**config.mk**
```make
export PLATFORM = sky130hd
export DESIGN_NAME = env_write_arbiter
export DESIGN_NICKNAME = d
export VERILOG_FILES = /design/src/rtl/env_write_arbiter_pkg.sv /design/src/rtl/env_write_arbiter_rr_picker.sv /design/src/rtl/env_write_arbiter.sv
export SDC_FILE = /design/constraint.sdc
export NUM_CORES = 1
export LEC_CHECK = 0
export ABC_AREA = 1
export BUFFER_PORTS_ARGS = -buffer_cell sky130_fd_sc_hd__buf_2
export CAP_MARGIN = 15
export CORE_ASPECT_RATIO = 0.9
export CORE_MARGIN = 2
export CORE_UTILIZATION = 49
export DETAILED_ROUTE_END_ITERATION = 10
export GPL_TIMING_DRIVEN = 0
export HOLD_SLACK_MARGIN = 0.15
export PLACE_DENSITY = 0.86
export SYNTH_ARGS = -nofsm -noshare
export SYNTH_HDL_FRONTEND = slang
export SYNTH_HIERARCHICAL = 1
export SYNTH_SLANG_ARGS = --single-unit
```
**constraint.sdc**
```tcl
create_clock -name newLocClock -period 2.8 [get_ports newLocClock]
set_clock_uncertainty 0.1 [all_clocks]
set_input_delay 0.14 -clock newLocClock [delete_from_list [all_inputs] [get_ports newLocClock]]
set_output_delay 0.14 -clock newLocClock [all_outputs]
set_load 0.01 [all_outputs]
```
**src/rtl/env_write_arbiter_pkg.sv**
```systemverilog
// Shared types and widths for the environment write arbiter.
//   X_bits / Y_bits / SIGNAL_bits : widths of the environment write port fields
//   ENVW_REQ_num                  : default number of requesters on the write port
//   env_wr_req_t                  : one requester's write payload {x, y, signal, sugar}
//   ewa_state_t                   : arbiter FSM states
package env_write_arbiter_pkg;

  localparam int X_bits       = 8;
  localparam int Y_bits       = 7;
  localparam int SIGNAL_bits  = 8;
  localparam int ENVW_REQ_num = 4;

  typedef struct packed {
    logic [X_bits-1:0]      x;
    logic [Y_bits-1:0]      y;
    logic [SIGNAL_bits-1:0] signal;
    logic                   sugar;
  } env_wr_req_t;

  typedef enum logic [1:0] {
    EWA_IDLE     = 2'd0,
    EWA_OWN      = 2'd1,
    EWA_COOLDOWN = 2'd2
  } ewa_state_t;

endpackage

```
**src/rtl/env_write_arbiter_rr_picker.sv**
```systemverilog
// Combinational round-robin encoder.
//   req        : request vector
//   ptr        : index of the last requester served; scanning starts at ptr+1
//   winner     : one-hot winner (all zero when no request)
//   winner_idx : binary index of the winner
//   valid      : at least one request present
module rr_picker #(
  parameter int N_REQ = 4,
  localparam int PTR_W = $clog2(N_REQ)
) (
  input  logic [N_REQ-1:0] req,
  input  logic [PTR_W-1:0] ptr,
  output logic [N_REQ-1:0] winner,
  output logic [PTR_W-1:0] winner_idx,
  output logic             valid
);

  // Walk the requesters starting just after ptr and wrapping; the first
  // asserted request wins, so the most recently served one is checked last.
  always_comb begin
    logic [PTR_W-1:0] cand;
    cand       = '0;
    winner     = '0;
    winner_idx = '0;
    valid      = 1'b0;
    for (int i = 1; i <= N_REQ; i++) begin
      cand = PTR_W'((int'(ptr) + i) % N_REQ);
      if (!valid && req[cand]) begin
        valid        = 1'b1;
        winner[cand] = 1'b1;
        winner_idx   = cand;
      end
    end
  end

endmodule

```
**src/rtl/env_write_arbiter.sv**
```systemverilog
// Shares the single environment write port between N_REQ requesters
// (ant-update sweep, sugar-patch placer, signal decay, host clear).
// Round-robin with a bounded hold per grant; requester 0 has strict
// priority while SETUP_MODE is high. All state on rising newLocClock.
//   newLocClock  : clock
//   RESET_SIM    : synchronous active-high reset
//   SETUP_MODE   : setup phase, requester 0 strict priority / preemption
//   req, req_*   : per-requester level request and packed write payloads
//   gnt          : registered one-hot grant
//   ack          : one-cycle pulse when the owner's write is issued (or dropped as out of range)
//   write_*      : registered write port toward the environment, write_flag is the strobe
//   busy         : arbiter not idle
//   oor_err      : one-cycle pulse when an out-of-range write was dropped
module env_write_arbiter
  import env_write_arbiter_pkg::*;
#(
  parameter int N_REQ    = ENVW_REQ_num,
  parameter int MAX_HOLD = 8,
  parameter int GRID_W   = 160,
  parameter int GRID_H   = 120
) (
  input  logic                         newLocClock,
  input  logic                         RESET_SIM,
  input  logic                         SETUP_MODE,
  input  logic [N_REQ-1:0]             req,
  input  logic [N_REQ*X_bits-1:0]      req_x,
  input  logic [N_REQ*Y_bits-1:0]      req_y,
  input  logic [N_REQ*SIGNAL_bits-1:0] req_signal,
  input  logic [N_REQ-1:0]             req_sugar,
  output logic [N_REQ-1:0]             gnt,
  output logic [N_REQ-1:0]             ack,
  output logic [X_bits-1:0]            write_X,
  output logic [Y_bits-1:0]            write_Y,
  output logic [SIGNAL_bits-1:0]       write_signal,
  output logic                         write_sugar,
  output logic                         write_flag,
  output logic                         busy,
  output logic                         oor_err
);

  localparam int PTR_W  = $clog2(N_REQ);
  localparam int HOLD_W = $clog2(MAX_HOLD + 1);
  localparam logic [X_bits-1:0] X_LAST = X_bits'(GRID_W - 1);
  localparam logic [Y_bits-1:0] Y_LAST = Y_bits'(GRID_H - 1);
  localparam logic [N_REQ-1:0]  ONEHOT0 = N_REQ'(1);

  ewa_state_t       state, state_nxt;
  logic [PTR_W-1:0] owner, owner_nxt;
  logic [PTR_W-1:0] rr_ptr, rr_nxt;
  logic [HOLD_W-1:0] hold_cnt, hold_nxt;
  logic [N_REQ-1:0] gnt_nxt, ack_nxt;
  logic             flag_nxt, oor_nxt;
  env_wr_req_t      wr_q, wr_nxt;

  env_wr_req_t      reqs [N_REQ];
  env_wr_req_t      cur;
  logic             in_range;
  logic             preempt;
  logic             setup_win;
  logic [N_REQ-1:0] pick_winner;
  logic [PTR_W-1:0] pick_idx;
  logic             pick_valid;

  for (genvar gi = 0; gi < N_REQ; gi++) begin : g_unpack
    assign reqs[gi] = {req_x[gi*X_bits +: X_bits],
                       req_y[gi*Y_bits +: Y_bits],
                       req_signal[gi*SIGNAL_bits +: SIGNAL_bits],
                       req_sugar[gi]};
  end

  rr_picker #(.N_REQ(N_REQ)) u_picker (
    .req        (req),
    .ptr        (rr_ptr),
    .winner     (pick_winner),
    .winner_idx (pick_idx),
    .valid      (pick_valid)
  );

  assign cur       = reqs[owner];
  assign in_range  = (cur.x <= X_LAST) && (cur.y <= Y_LAST);
  assign setup_win = SETUP_MODE && req[0];
  // Setup placer takes the port away from any other owner; that cycle issues no write.
  assign preempt   = SETUP_MODE && (owner != '0) && req[0];

  assign write_X      = wr_q.x;
  assign write_Y      = wr_q.y;
  assign write_signal = wr_q.signal;
  assign write_sugar  = wr_q.sugar;
  assign busy         = (state != EWA_IDLE);

  // Next-state and next-output logic. Releasing a grant always passes through
  // COOLDOWN so the environment sees a one-cycle bubble between owners.
  always_comb begin
    state_nxt = state;
    owner_nxt = owner;
    rr_nxt    = rr_ptr;
    hold_nxt  = hold_cnt;
    gnt_nxt   = gnt;
    ack_nxt   = '0;
    flag_nxt  = 1'b0;
    oor_nxt   = 1'b0;
    wr_nxt    = wr_q;

    case (state)
      EWA_IDLE: begin
        if (pick_valid) begin
          owner_nxt = setup_win ? '0 : pick_idx;
          gnt_nxt   = setup_win ? ONEHOT0 : pick_winner;
          hold_nxt  = '0;
          state_nxt = EWA_OWN;
        end
      end

      EWA_OWN: begin
        if (preempt || !req[owner]) begin
          state_nxt = EWA_COOLDOWN;
          gnt_nxt   = '0;
          rr_nxt    = owner;
        end else begin
          ack_nxt[owner] = 1'b1;
          hold_nxt       = hold_cnt + 1'b1;
          // Out-of-range writes are dropped but still consume a hold slot.
          if (in_range) begin
            flag_nxt = 1'b1;
            wr_nxt   = cur;
          end else begin
            oor_nxt  = 1'b1;
          end
          if (hold_nxt == HOLD_W'(MAX_HOLD)) begin
            state_nxt = EWA_COOLDOWN;
            gnt_nxt   = '0;
            rr_nxt    = owner;
          end
        end
      end

      EWA_COOLDOWN: state_nxt = EWA_IDLE;

      default: begin
        state_nxt = EWA_IDLE;
        gnt_nxt   = '0;
      end
    endcase
  end

  // State and output registers; reset clears everything and aims the
  // round-robin pointer so requester 0 wins the first arbitration.
  always_ff @(posedge newLocClock) begin
    if (RESET_SIM) begin
      state      <= EWA_IDLE;
      owner      <= '0;
      rr_ptr     <= PTR_W'(N_REQ - 1);
      hold_cnt   <= '0;
      gnt        <= '0;
      ack        <= '0;
      write_flag <= 1'b0;
      oor_err    <= 1'b0;
      wr_q       <= '0;
    end else begin
      state      <= state_nxt;
      owner      <= owner_nxt;
      rr_ptr     <= rr_nxt;
      hold_cnt   <= hold_nxt;
      gnt        <= gnt_nxt;
      ack        <= ack_nxt;
      write_flag <= flag_nxt;
      oor_err    <= oor_nxt;
      wr_q       <= wr_nxt;
    end
  end

endmodule
```
* Yosys cells after proc, flatten, opt, wreduce, memory -nomap -nowiden
Cells that the tools add are included.
Word-level totals: register bits after elaboration 44, input port bits 103, output and inout bits 35, logic and storage cells 124
Cells by class: add/subtract/negate cells 5, magnitude comparators 13, equal/unequal tests 6, muxes and demuxes 52, bitwise gates (word level) 7, reductions and logical operators 29
Operators by type and width (number):
- $bmux W24 S2 | 1
- $mux W24 | 2
- $mux W4 | 10
- $mux W2 | 10
- $mux W1 | 16
- $lt A2 B3 Y1 const B | 5
- $logic_and A1 B1 Y1 | 12
- $or A4 B4 Y4 | 3
- $pmux W4 S3 | 1
- $bmux W1 S2 | 5
- $demux W1 S2 | 5
- $ge A2 B1 Y1 const B | 5
- $reduce_and A3 Y1 | 3
- $le A8 B8 Y1 const B | 1
- $pmux W4 S2 | 1
- $reduce_bool A2 Y1 | 4
- $le A7 B7 Y1 const B | 1
- $reduce_and A2 Y1 | 3
- $add A2 B1 Y2 const B | 2
- $add A2 B2 Y2 const B | 2
- $add A4 B1 Y4 const B | 1
- $eq A4 B4 Y1 const B | 1
- $logic_not A1 Y1 | 4
- $ne A2 B2 Y1 const B | 2
- other kinds (10) | 12

* Longest topological paths before layout
depth in word-level cells 16, gate-level depth with buffers 16, mapped depth without buffers 14

* By module
The synthesis kept the hierarchy.
By module, submodules not included:
- env_write_arbiter | instances 1, cells an instance 446, area an instance 2738.9 um^2
- rr_picker | instances 1, cells an instance 81, area an instance 535.5 um^2

* Worst setup path before layout
OpenSTA, ideal clock, no wires.
path kind flip-flop to flip-flop, from reg rr_ptr[1], to reg hold_cnt[3], library setup time 0.125 ns, arrival time 2.142 ns, slack 0.433 ns, stages on the path, launching flop included 15, period minus slack after synthesis 2.367 ns, path through dfxtp_1 > inv_1 > ha_1 > inv_2 > nand3_4 > nand2_4 > nor2_4 > buf_6 > nand4_1 > inv_1 > nor2_1 > inv_1 > nand2_1 > o21ai_0 > a21oi_1
Between the ends: cells in the longest elaborated chain, start to end 15
Ends and longest elaborated chain:
- start: declaration | RTL line env_write_arbiter.sv:49 | logic [PTR_W-1:0] rr_ptr, rr_nxt;
- start signal: assignment | RTL line env_write_arbiter.sv:152 | rr_ptr <= PTR_W'(N_REQ - 1);
- start signal: assignment | RTL line env_write_arbiter.sv:162 | rr_ptr <= rr_nxt;
- $add A2 B1 Y2 | RTL line env_write_arbiter_rr_picker.sv:27 | cand = PTR_W'((int'(ptr) + i) % N_REQ);
- $bmux W1 S2 | RTL line env_write_arbiter_rr_picker.sv:28 | if (!valid && req[cand]) begin
- $mux W1 (implied by the code) | RTL line env_write_arbiter_rr_picker.sv:28
- $mux W1 | RTL line env_write_arbiter_rr_picker.sv:28
- $logic_not A1 Y1 | RTL line env_write_arbiter_rr_picker.sv:28
- $logic_and A1 B1 Y1 | RTL line env_write_arbiter_rr_picker.sv:28
- $mux W1 | RTL line env_write_arbiter_rr_picker.sv:28
- $logic_not A1 Y1 | RTL line env_write_arbiter_rr_picker.sv:28
- $logic_and A1 B1 Y1 | RTL line env_write_arbiter_rr_picker.sv:28
- $mux W1 | RTL line env_write_arbiter_rr_picker.sv:28
- $logic_not A1 Y1 | RTL line env_write_arbiter_rr_picker.sv:28
- $logic_and A1 B1 Y1 | RTL line env_write_arbiter_rr_picker.sv:28
- $mux W1 * | RTL line env_write_arbiter_rr_picker.sv:28
- named net pick_valid | RTL line env_write_arbiter.sv:62 | logic pick_valid;
- $ne A2 B2 Y1 (no source line) *
- $reduce_and A3 Y1 (no source line) *
- end signal: assignment | RTL line env_write_arbiter.sv:163 | hold_cnt <= hold_nxt;
- end: declaration | RTL line env_write_arbiter.sv:50 | logic [HOLD_W-1:0] hold_cnt, hold_nxt;
The timed path passes the listed nets; every way through them passes the cells marked *. The select of a mux whose other input is x is not followed. A chain may end at the register's enable or synchronous reset.

* Final worst setup path
from reg rr_ptr[0], to reg gnt[1]
RTL lines:
- $add A2 B1 Y2 | RTL line env_write_arbiter_rr_picker.sv:27
- $bmux W1 S2 | RTL line env_write_arbiter_rr_picker.sv:28
- $mux W1 (implied by the code) | RTL line env_write_arbiter_rr_picker.sv:28
- $mux W1 | RTL line env_write_arbiter_rr_picker.sv:28
- $logic_not A1 Y1 | RTL line env_write_arbiter_rr_picker.sv:28
- $logic_and A1 B1 Y1 | RTL line env_write_arbiter_rr_picker.sv:28
- $mux W1 | RTL line env_write_arbiter_rr_picker.sv:28
- $logic_not A1 Y1 | RTL line env_write_arbiter_rr_picker.sv:28
- $logic_and A1 B1 Y1 | RTL line env_write_arbiter_rr_picker.sv:28
- $mux W1 | RTL line env_write_arbiter_rr_picker.sv:28
- $logic_not A1 Y1 | RTL line env_write_arbiter_rr_picker.sv:28
- $logic_and A1 B1 Y1 | RTL line env_write_arbiter_rr_picker.sv:28
- $mux W1 * | RTL line env_write_arbiter_rr_picker.sv:28
- named net pick_valid | RTL line env_write_arbiter.sv:62
- $ne A2 B2 Y1 (no source line) *
- $reduce_and A3 Y1 (no source line) *
- end signal: assignment | RTL line env_write_arbiter.sv:164 | gnt <= gnt_nxt;
- end: declaration | RTL line env_write_arbiter.sv:30 | output logic [N_REQ-1:0] gnt,
Marks and branches as above.

==> results.txt <==
The run finished with clean final reports. The global-route wire length before repair came out at 16680 um. After detailed routing, the total wire length is 10750 um. The minimum clock period after layout came out at 2.548 ns. The number of slew-limit violations in the final report came out at 0.

In this run the tool buffered the top-level ports with 137 buffer cells. TritonCTS built the clock tree. The highest net fanout along the worst path is 13. The startpoint class of the critical path is a register.

The layout overhead on the synthesized area came out at 35.15%. The number of unique standard cell types used by synthesis is 30. Of the cells placed in the final design, the portion with a size suffix greater than 1 is 0.3290. The number of antenna cells inserted is 0.

The vertical extent of the die is 81.55 um. The total clock buffers created by CTS is 5. The signal on the critical path passes through buf_6, inv_8, ha_4, inv_2, nand3_4, nand2_4, nor2_4, buf_6, nand4_1, inv_1, o21ai_1, nand3_1, nand2_1, nor2_1. For the worst setup path, the data required time is 2.90 ns. The number of instances in the synthesized netlist is 527. The synthesized area per cell is 6.213 um2. After detailed routing, the average wire length per cell comes to 13.73 um. The synthesis warning total came out at 6.

The via density per instance came out at 5.317. Leaving out fill and tap cells, the most frequent cell in the layout is buf_2. The primary flip-flop cell chosen by synthesis mapping is dfxtp_1. The vias after detailed routing is 4163. Sorting the synthesized cells by area gives the leading types as dfxtp_1, nand2_1, nand3_1. The number of enable-type register cells in the synthesized netlist is 0.

The share of Yosys cell area claimed by the top area cell type came out at 0.2690. The total of fill cells in the finished design came out at 583. The critical path arrival came out at 2.65 ns. The top cell types in the final layout, fill and taps aside, are buf_2, nand2_1, nand3_1. The full die area came out at 7353 um2. The startpoint identified for the worst hold timing path is req_signal[27].

The number of cells traversed by the worst hold path is 7. The final RePlAce weighted congestion is 0.9262. After legalization and detailed placement, the total HPWL measured 8057 um. The leakage dissipation came out at 2.378 nW. Setup repair after global routing left no endpoint under its margin. The DRC violation total after the first TritonRoute iteration came out at 365.

The critical register-to-register path endpoint is gnt[1]. Of the available clock period, the critical path in the final layout requires 0.9099. The total routing usage reported by global routing came out at 0.2794. The slowest cell on the critical path is o21ai_1. With fillers left out, the area of the finished cells amounts to 4425 um2. The maximum single-stage delay on the critical path came out at 0.42 ns. The I/O pin count came out at 138. Counting every sink on the clock net gives 44. Power comes to 0.004299 W. The analysis attributes to net switching a power of 0.002137 W. After synthesis the netlist holds a flip-flop and latch count of 44. The longest clock path from root to sink contains 2 buffers. The timing-limited maximum frequency is 392.5 MHz.

The sequential element share of the synthesized area is 0.2690. The number of H-tree levels is 2. Of the total power, combinational logic draws 0.656.

The worst hold-check slack is 0.1753 ns. The max-cap violation count came out at 0. By startpoint and endpoint, the worst setup path is classified as reg -> reg. The area of placed instances came out at 4073 um2.

The worst hold path belongs to the class in -> reg. The number of design rule violations left after detail routing is 0. The remaining number of nets flagged by the antenna check after routing is 0.

The number of cell rows is 28. The clock latency reported for the late side of the worst-skew pair came out at 0.30 ns. Counting stages on the worst path, the most repeated cell is buf_6. The setup slack on the worst flop-to-flop path is 0.25 ns. The tree is rooted in a clkbuf_8.

The pin slew with the least headroom to its limit is 0.5948 ns. The area occupied by registers came out at 885.9 um2. The worst IR drop on VDD is 494.9 uV. The worst max-slew margin expressed relative to the limit is 0.6035.

The total overflow left after global routing is 0. Dividing total power by cell area gives a power density of 971.4 nW/um2. Entering global routing, the biggest net connects 14 pins. The initial core utilization came out at 0.5025. Of the total power, the share spent switching nets is 0.4971.

The multi-input combinational cells in the finished layout cover a total of 1949 um2. The die width is 90.17 um. The via count of the first global-routing pass came out at 3564. The detailed-router iteration count before antenna repair is 6. Of all cell types, the one taking the most synthesized area is dfxtp_1. The number of nets produced by synthesis came out at 639. After synthesis, the share of flip-flops with an asynchronous set or reset is 0. The worst register-to-register path begins at rr_ptr[0]. The sequential fraction of design power came out at 0.220. The total count of hold-check failures in the final report came out at 0.

The hold-critical path endpoint is write_signal[3]. The final setup violation count is 0. The depth of the worst register-to-register path came out at 14. The count of nets after finishing is 804. The worst setup path is captured at a register. The clock network fraction of design power came out at 0.124. The initial antenna violation count is 0. The post-synth design cell area is 3274 um2.

The placeable core region is 6516 um2. Cell internal power was estimated by the tool at 0.002162 W. The clock slew seen by the registers of the worst setup and hold paths is 0.08 ns.
==> critical path: cells and delay by family (launching register included) <==
family          cells  cell delay (ns)
buf+inv             5             0.57
fa+ha+maj           1             0.26
simple gates        7             0.68
flops               1             0.41
compound gates      1             0.42
==> cell usage after synthesis (4+ instances only) <==
cell and count:
ha_1 9, nand3_1 80, nand2_2 17, dfxtp_1 44, buf_2 10, nand2_1 138
clkbuf_1 5, nand4_1 32, inv_1 43, a21oi_1 36, o21ai_0 4, buf_6 9
inv_2 25, nor2_1 46, a21boi_0 4
==> area by class of cell <==
type / count / share of cell area
clock inverters: 1 / 0.006785
clock buffers: 7 / 0.02177
inverters: 70 / 0.06192
multi-input cells: 386 / 0.4405
plain buffers: 27 / 0.04269
flip-flops and latches: 44 / 0.2002
well taps: 90 / 0.02545
repair buffers: 158 / 0.2007
==> metrics by stage <==
step	setup WS (ns)	TNS [ns]	util	cells
2_1_floorplan	0.4332	0	-	527
3_3_place_gp	0.03633	0	0.6250	754
3_5_place_dp	-0.04808	-0.1021	0.6250	754
4_1_cts	0.02314	0	0.6722	780
5_1_grt	0.08347	0	0.6791	783
6_report	0.2523	0	0.6791	783
==> cell families after synthesis <==
group	share of synthesized area
AO/OA/AOI/OAI	0.08139
adder cells (fa/ha/maj)	0.03439
buffers and inverters	0.1402
flip-flops	0.2690
AND/OR/NAND/NOR	0.4750
==> worst max-delay path by stage <==
stage / start / to / slack [ns] / cells past startpoint
2_1_floorplan: rr_ptr[1] / hold_cnt[3] / 0.43 / 14
3_3_place_gp: rr_ptr[1] / hold_cnt[1] / 0.04 / 14
3_5_place_dp: rr_ptr[1] / hold_cnt[1] / -0.05 / 14
4_1_cts: rr_ptr[0] / hold_cnt[1] / 0.02 / 15
5_1_grt: rr_ptr[0] / hold_cnt[0] / 0.08 / 15
6_report: rr_ptr[0] / gnt[1] / 0.25 / 14
==> state kept, by name (all words and copies together) (netlist names) <==
signal and count:
oor_err 1, state 2, owner 2, hold_cnt 4, write_X 8, write_Y 7
ack 4, write_sugar 1, gnt 4, write_signal 8, write_flag 1, rr_ptr 2
==> per-layer routing <==
layer	GRT usage	vias to the layer above	routed length, um
met3	0.05688	53	957
met5	0	-	0
met1	0.3715	1831	4587
met4	0.1231	0	427
li1	-	2033	-
met2	0.4451	246	4776
==> what timing repair did <==
action | CTS | global route
hold buffers | 18 | 0
gates resized for setup | 1 | 5
hold endpoints to repair | 22 | 0
buffers inserted | 0 | 3
setup endpoints to repair | 6 | 8
==> power by group through the flow <==
stage	combinational [W]	clock, W	sequential, W
2_1_floorplan	0.00191	0	0.00101
3_3_place_gp	0.00261	0	0.000937
3_5_place_dp	0.00267	0	0.000951
4_1_cts	0.00271	0.000538	0.000938
5_1_grt	0.00309	0.000573	0.000971
6_report	0.00282	0.000533	0.000947
No activity file was read; power rests on OpenSTA's default activity.
